## src/rtl/seg7_scan_if.sv

```systemverilog
// Bus between a CPU-side register block and the 7-segment scan controller:
// value/strobe/decimal-point/blank requests in, pin-level drive and status pulses out.
interface seg7_scan_if;
   logic [15:0] in;
   logic        load;
   logic [3:0]  dp;
   logic        blank;
   logic [6:0]  seg;
   logic        dp_n;
   logic [3:0]  an;
   logic        ack;
   logic        frame;

   modport master (output in, load, dp, blank,
                   input  seg, dp_n, an, ack, frame);
   modport slave  (input  in, load, dp, blank,
                   output seg, dp_n, an, ack, frame);
endinterface

```

## src/rtl/seg7_scan.sv

```systemverilog
// 4-digit common-anode 7-segment scanner: one shared decoder, guard interval
// with all anodes off at the start of every slot, value updates only at frame boundaries.
module seg7_scan #(
   parameter int DIV   = 50000,
   parameter int GUARD = 2,
   parameter int LZB   = 1
) (
   input logic         clk,
   input logic         rst,
   seg7_scan_if.slave  bus
);
   localparam int CW = $clog2(DIV);
   localparam logic [0:0] ST_GUARD = 1'b0;
   localparam logic [0:0] ST_DRIVE = 1'b1;

   logic [CW-1:0] cnt, cnt_nxt;
   logic [1:0]    digit;
   logic [0:0]    state;
   logic [15:0]   shadow, disp;
   logic          pending;
   logic [3:0]    lzb_mask;
   logic [3:0]    nib;
   logic          slot_end, boundary, off;
   logic [6:0]    seg_r;
   logic          dpn_r, ack_r, frame_r;
   logic [3:0]    an_r;

   function automatic logic [6:0] seg7(input logic [15:0] v);
      case (v)
         16'h0: return 7'h40;
         16'h1: return 7'h79;
         16'h2: return 7'h24;
         16'h3: return 7'h30;
         16'h4: return 7'h19;
         16'h5: return 7'h12;
         16'h6: return 7'h02;
         16'h7: return 7'h78;
         16'h8: return 7'h00;
         16'h9: return 7'h10;
         16'hA: return 7'h08;
         16'hB: return 7'h03;
         16'hC: return 7'h46;
         16'hD: return 7'h21;
         16'hE: return 7'h06;
         16'hF: return 7'h0E;
         default: return 7'h7F;
      endcase
   endfunction

   assign slot_end = (cnt == CW'(DIV - 1));
   assign boundary = slot_end && (digit == 2'd3);
   assign cnt_nxt  = slot_end ? '0 : cnt + 1'b1;
   assign nib      = disp[4*digit +: 4];

   // A digit is a leading zero when every nibble from it upward is zero.
   assign lzb_mask[0] = 1'b0;
   for (genvar i = 1; i < 4; i++) begin : g_lzb
      assign lzb_mask[i] = (LZB != 0) && (disp[15:4*i] == '0);
   end

   assign off = (state == ST_GUARD) || bus.blank || lzb_mask[digit];

   always_ff @(posedge clk or posedge rst) begin
      if (rst) begin
         cnt     <= '0;
         digit   <= 2'd0;
         state   <= ST_GUARD;
         shadow  <= '0;
         disp    <= '0;
         pending <= 1'b0;
      end else begin
         cnt <= cnt_nxt;
         if (slot_end) begin
            digit <= digit + 2'd1;
            state <= ST_GUARD;
         end else if (cnt_nxt == CW'(GUARD)) begin
            state <= ST_DRIVE;
         end
         if (bus.load) shadow <= bus.in;
         // A load on the boundary itself bypasses the shadow into the new frame.
         if (boundary) begin
            disp    <= bus.load ? bus.in : shadow;
            pending <= 1'b0;
         end else if (bus.load) begin
            pending <= 1'b1;
         end
      end
   end

   always_ff @(posedge clk or posedge rst) begin
      if (rst) begin
         an_r    <= 4'hF;
         seg_r   <= 7'h7F;
         dpn_r   <= 1'b1;
         ack_r   <= 1'b0;
         frame_r <= 1'b0;
      end else begin
         an_r    <= off ? 4'hF : ~(4'b0001 << digit);
         seg_r   <= off ? 7'h7F : seg7({12'h000, nib});
         dpn_r   <= off || !bus.dp[digit];
         ack_r   <= boundary && (pending || bus.load);
         frame_r <= boundary;
      end
   end

   assign bus.an    = an_r;
   assign bus.seg   = seg_r;
   assign bus.dp_n  = dpn_r;
   assign bus.ack   = ack_r;
   assign bus.frame = frame_r;
endmodule

```

## src/flat_wrapper.sv

```systemverilog
// flat-port wrapper written by rule: the top's interface ports become plain ports
module seg7_scan_flat 
#(
   parameter int DIV   = 50000,
   parameter int GUARD = 2,
   parameter int LZB   = 1
)
  (clk, rst, bus_in, bus_load, bus_dp, bus_blank, bus_seg, bus_dp_n, bus_an, bus_ack, bus_frame);
  seg7_scan_if bus_i ();
  input logic clk;
  input logic rst;
  input wire logic [$bits(bus_i.in)-1:0] bus_in;
  input wire logic [$bits(bus_i.load)-1:0] bus_load;
  input wire logic [$bits(bus_i.dp)-1:0] bus_dp;
  input wire logic [$bits(bus_i.blank)-1:0] bus_blank;
  output wire logic [$bits(bus_i.seg)-1:0] bus_seg;
  output wire logic [$bits(bus_i.dp_n)-1:0] bus_dp_n;
  output wire logic [$bits(bus_i.an)-1:0] bus_an;
  output wire logic [$bits(bus_i.ack)-1:0] bus_ack;
  output wire logic [$bits(bus_i.frame)-1:0] bus_frame;
  assign bus_i.in = bus_in;
  assign bus_i.load = bus_load;
  assign bus_i.dp = bus_dp;
  assign bus_i.blank = bus_blank;
  assign bus_seg = bus_i.seg;
  assign bus_dp_n = bus_i.dp_n;
  assign bus_an = bus_i.an;
  assign bus_ack = bus_i.ack;
  assign bus_frame = bus_i.frame;
  seg7_scan #(.DIV(DIV), .GUARD(GUARD), .LZB(LZB)) u_core (.clk(clk), .rst(rst), .bus(bus_i));
endmodule
```

## config.mk

```make
export PLATFORM = sky130hd
export DESIGN_NAME = seg7_scan_flat
export DESIGN_NICKNAME = d
export VERILOG_FILES = /design/src/rtl/seg7_scan_if.sv /design/src/rtl/seg7_scan.sv /design/src/flat_wrapper.sv
export SDC_FILE = /design/constraint.sdc
export NUM_CORES = 1
export LEC_CHECK = 0
export BUFFER_PORTS_ARGS = -buffer_cell sky130_fd_sc_hd__buf_2
export CAP_MARGIN = 20
export CORE_ASPECT_RATIO = 0.6
export CORE_MARGIN = 2
export CORE_UTILIZATION = 52
export DETAILED_ROUTE_END_ITERATION = 8
export PLACE_DENSITY = 0.75
export SETUP_SLACK_MARGIN = 0.5
export SYNTH_ARGS = -nofsm -noshare
export SYNTH_HDL_FRONTEND = slang
export SYNTH_SLANG_ARGS = --single-unit
```

## constraint.sdc

```tcl
create_clock -name clk -period 2.2 [get_ports clk]
set_clock_uncertainty 0.05 [all_clocks]
set_input_delay 0.44 -clock clk [delete_from_list [all_inputs] [get_ports clk]]
set_output_delay 0.44 -clock clk [all_outputs]
set_load 0.01 [all_outputs]
```

==> run metrics <==
post-route setup TNS=0 ns; initial antenna violation count=0; die area=roughly 0.0067 mm²; post-synthesis simple-gate area fraction=0.1295; main combinational cell family by area after synthesis=multiplexers; die width=about 100 µm; total area of sequential cells=0.001675 mm²; Vias=2,300; mux cell area share after synthesis=0.1633; initial drt markers=174; fraction of layout cells with a size suffix above 1=0.5767; total inserted antenna cells=0; FILL cells=388; port bufs=37; Worst path slowest cell=dfrtp_1; Most used DFF post-synth=dfrtp_1; xor-xnor portion of the synthesized cell area=0.05020; Worst Path Required=around 2.4 ns; DP Wirelength=4592 µm; Vias/cell=between 5 and 6; asr flop ratio synth=1.000; pre-CTS setup slack=about 0.14 ns; Commonest cells post-synth=54 x dfrtp_1, 24 x mux2_2, 19 x nor2_1; site row count=21; DR WL met2=roughly 3400 µm; critical path's most frequent cell=nand4_1; crit path launch type=flop; top-area cell type share of the netlist area=0.4303; Seq cells post-synth=66; clock latency on the worst-skew pair=0.34 ns; Ports=38; Num CTS Buffers=9; slowest stage delay, CP=~0.47 ns; clock slew at reported path FFs=around 0.070 ns; Remaining Overflow, GRT=0; Initial DRT Pass Iterations=4; DRC=0; pin count of the biggest net entering global routing=46; most instantiated library cell after synthesis=dfrtp_1; Routed met3 length=446 µm; Core Box Area=approximately 0.0057 mm²; Leakage Power=1.839 nW; worst path cell trace=nand4_1 > buf_4 > nor2_1 > nand4_1 > xor2_1 > a21oi_1 > o31ai_2; Routed wire per std cell=17.91 µm; clk buf depth=2; maximum VDD drop=0.0004081 V; cell count after synthesis=254; r2r setup slk=0.26 ns; Post-Syn Area per Cell=12.36 µm²; r2r endpoint=u_core.state$_DFFE_PP0P_; fin. max-slew vios=0; Hold Buf Count CTS=0; Setup crit end kind=flop; crit path DAT=between 2 and 2.5 ns; pwr/cell area=607.9 mW/mm²; Compound-Gate Fraction of Synth Area=0.05020; WL met1=between 3000 and 4000 µm; Syn Nets=289; final setup margin=0.2592 ns; worst-margin pin slew=between 0.4 and 0.5 ns; top cells by area, synth=dfrtp_1 43%, dfstp_2 10%, mux2_2 8.6%; Final Wtd Congestion=between 0.9 and 1; number of synthesized flops with an enable pin=0; Cell Area, Synth=0.003141 mm²; Final Instance Area=0.004109 mm²; die height=between 60 and 70 µm; first-pass GRT wire length=11,510 µm; vias in the first global route=2,309; Fin. Hold Viols=0; Final min period=1.941 ns; MaxCap Viol Count=0; CTS sink cnt=66; Hold WS=0.07315 ns; r2r startpoint=u_core.cnt[1]$_DFF_PP0_; top sig layer=met4; drt total wl=just over 7000 µm; Antenna Violating Nets Remaining=0; Starting Density=0.5508; Warnings, synthesis=0; growth of design area from synthesis to finish=30.84%; r2r worst-path depth=7; fmax=0.5152 GHz; outcome=completed; H-tree Lvls=3; Slew headroom=0.6685; WS Path Type=reg2reg; multi-input logic area=0.001662 mm²; Yosys top cell by area=dfrtp_1; CTS tree=built; post-synth cell types=41; Worst Path Max Fanout=5; Setup Viol. Count Final=0; register area share after synthesis=0.5307; clock root buffer=clkbuf_8; nets=between 300 and 400; worst min path class=in2async; RSZ-0062 raised after global routing=yes; GRT Total Usage=0.2225; Placed Area=0.003512 mm²; Post-Synth Adder-Cell Area=0.04382; final period utilization=0.8822
layer usage:
| layer | GRT usage | vias to the layer above |
|---|---|---|
| li1 | - | 1033 |
| met1 | 0.3102 | 1166 |
| met2 | 0.3489 | 86 |
| met3 | 0.05102 | 15 |
| met4 | 0.07095 | 0 |
| met5 | 0 | - |
critical path, delay by kind of cell (launching register included):
kind | cells | cell delay (ns)
flops | 1 | 0.47
simple gates | 3 | 0.41
compound gates | 2 | 0.41
xor+xnor | 1 | 0.32
buf+inv | 1 | 0.18
how the worst max path moves through the flow:
stage          slack [ns]                          to                startpoint
2_1_floorplan        0.25  u_core.disp[0]$_DFFE_PP0P_  u_core.cnt[10]$_DFF_PP0_
3_3_place_gp         0.18    u_core.state$_DFFE_PP0P_  u_core.cnt[10]$_DFF_PP0_
3_5_place_dp         0.14  u_core.disp[0]$_DFFE_PP0P_   u_core.cnt[0]$_DFF_PP0_
4_1_cts              0.24  u_core.disp[1]$_DFFE_PP0P_   u_core.cnt[5]$_DFF_PP0_
5_1_grt              0.15    u_core.state$_DFFE_PP0P_   u_core.cnt[9]$_DFF_PP0_
6_report             0.26    u_core.state$_DFFE_PP0P_   u_core.cnt[1]$_DFF_PP0_
cell usage in the layout (no fill, tap or decap), types with 3 or more instances in the layout:
master	netlist	layout
clkinv_2	0	4
o221ai_1	4	3
buf_4	0	21
buf_2	3	37
clkbuf_8	0	9
nand4_1	4	4
a21oi_1	8	6
nor2_1	19	7
mux2_2	24	23
dfrtp_2	0	7
dfstp_2	12	12
nand2_1	14	13
ha_1	11	6
nor2_2	0	10
nand2b_1	3	3
inv_4	0	3
nand3_1	14	8
dfrtp_1	54	47
mux4_2	5	5
xnor2_1	8	7
buf_6	2	5
nand3_2	0	4
mux2_4	8	9
ha_4	0	5
inv_1	11	6
xor2_1	10	10
cell families (layout without fill, tap and decap cells):
logic type / count (synthesis) / in the layout
AOI/OAI and AO/OA: 24 / 24
xor gates and xnor gates: 18 / 18
adders and majority gates: 11 / 11
buffers and inverters: 22 / 92
DFF: 66 / 66
muxes: 38 / 38
and+or+nand+nor: 75 / 77
state kept, by name, summed over array words and instances, names as in the netlist:
name and count:
u_core.cnt 16, u_core.digit 2, u_core.state 1, u_core.bus.an 4, u_core.bus.seg 7, u_core.pending 1, u_core.shadow 16, u_core.disp 16
u_core.bus.dp_n 1, u_core.bus.frame 1, u_core.bus.ack 1
layout make-up:
cell class / count / share of cell area
clock buffer: 10 / 0.03106
clock inverter: 6 / 0.01401
inverter: 11 / 0.01279
multi-input combinational: 168 / 0.4044
sequential: 66 / 0.4077
tap: 80 / 0.02436
timing repair buffer: 65 / 0.1057
stage by stage:
step	utilization	power [mW]	cells
after global placement	0.6160	1.523	369
final	0.7207	2.498	406
after detailed placement	0.6160	1.533	369
after floorplan	-	1.456	254
after CTS	0.6776	2.514	396
after global routing	0.7207	2.601	406
where the power goes:
part	internal [mW]	switching [mW]
clock	0.515	0.451
sequential	1.28	0.0240
combinational	0.115	0.115
repair_timing:
item | 4_1_cts | 5_1_grt
setup buffers | 10 | 8
hold endpoints to repair | 0 | 0
pin swaps | 14 | 9
resized for setup | 23 | 42
setup endpoints to repair | 42 | 43
cloned | 1 | 2
Note: power is estimated with default switching activity, not from simulation.
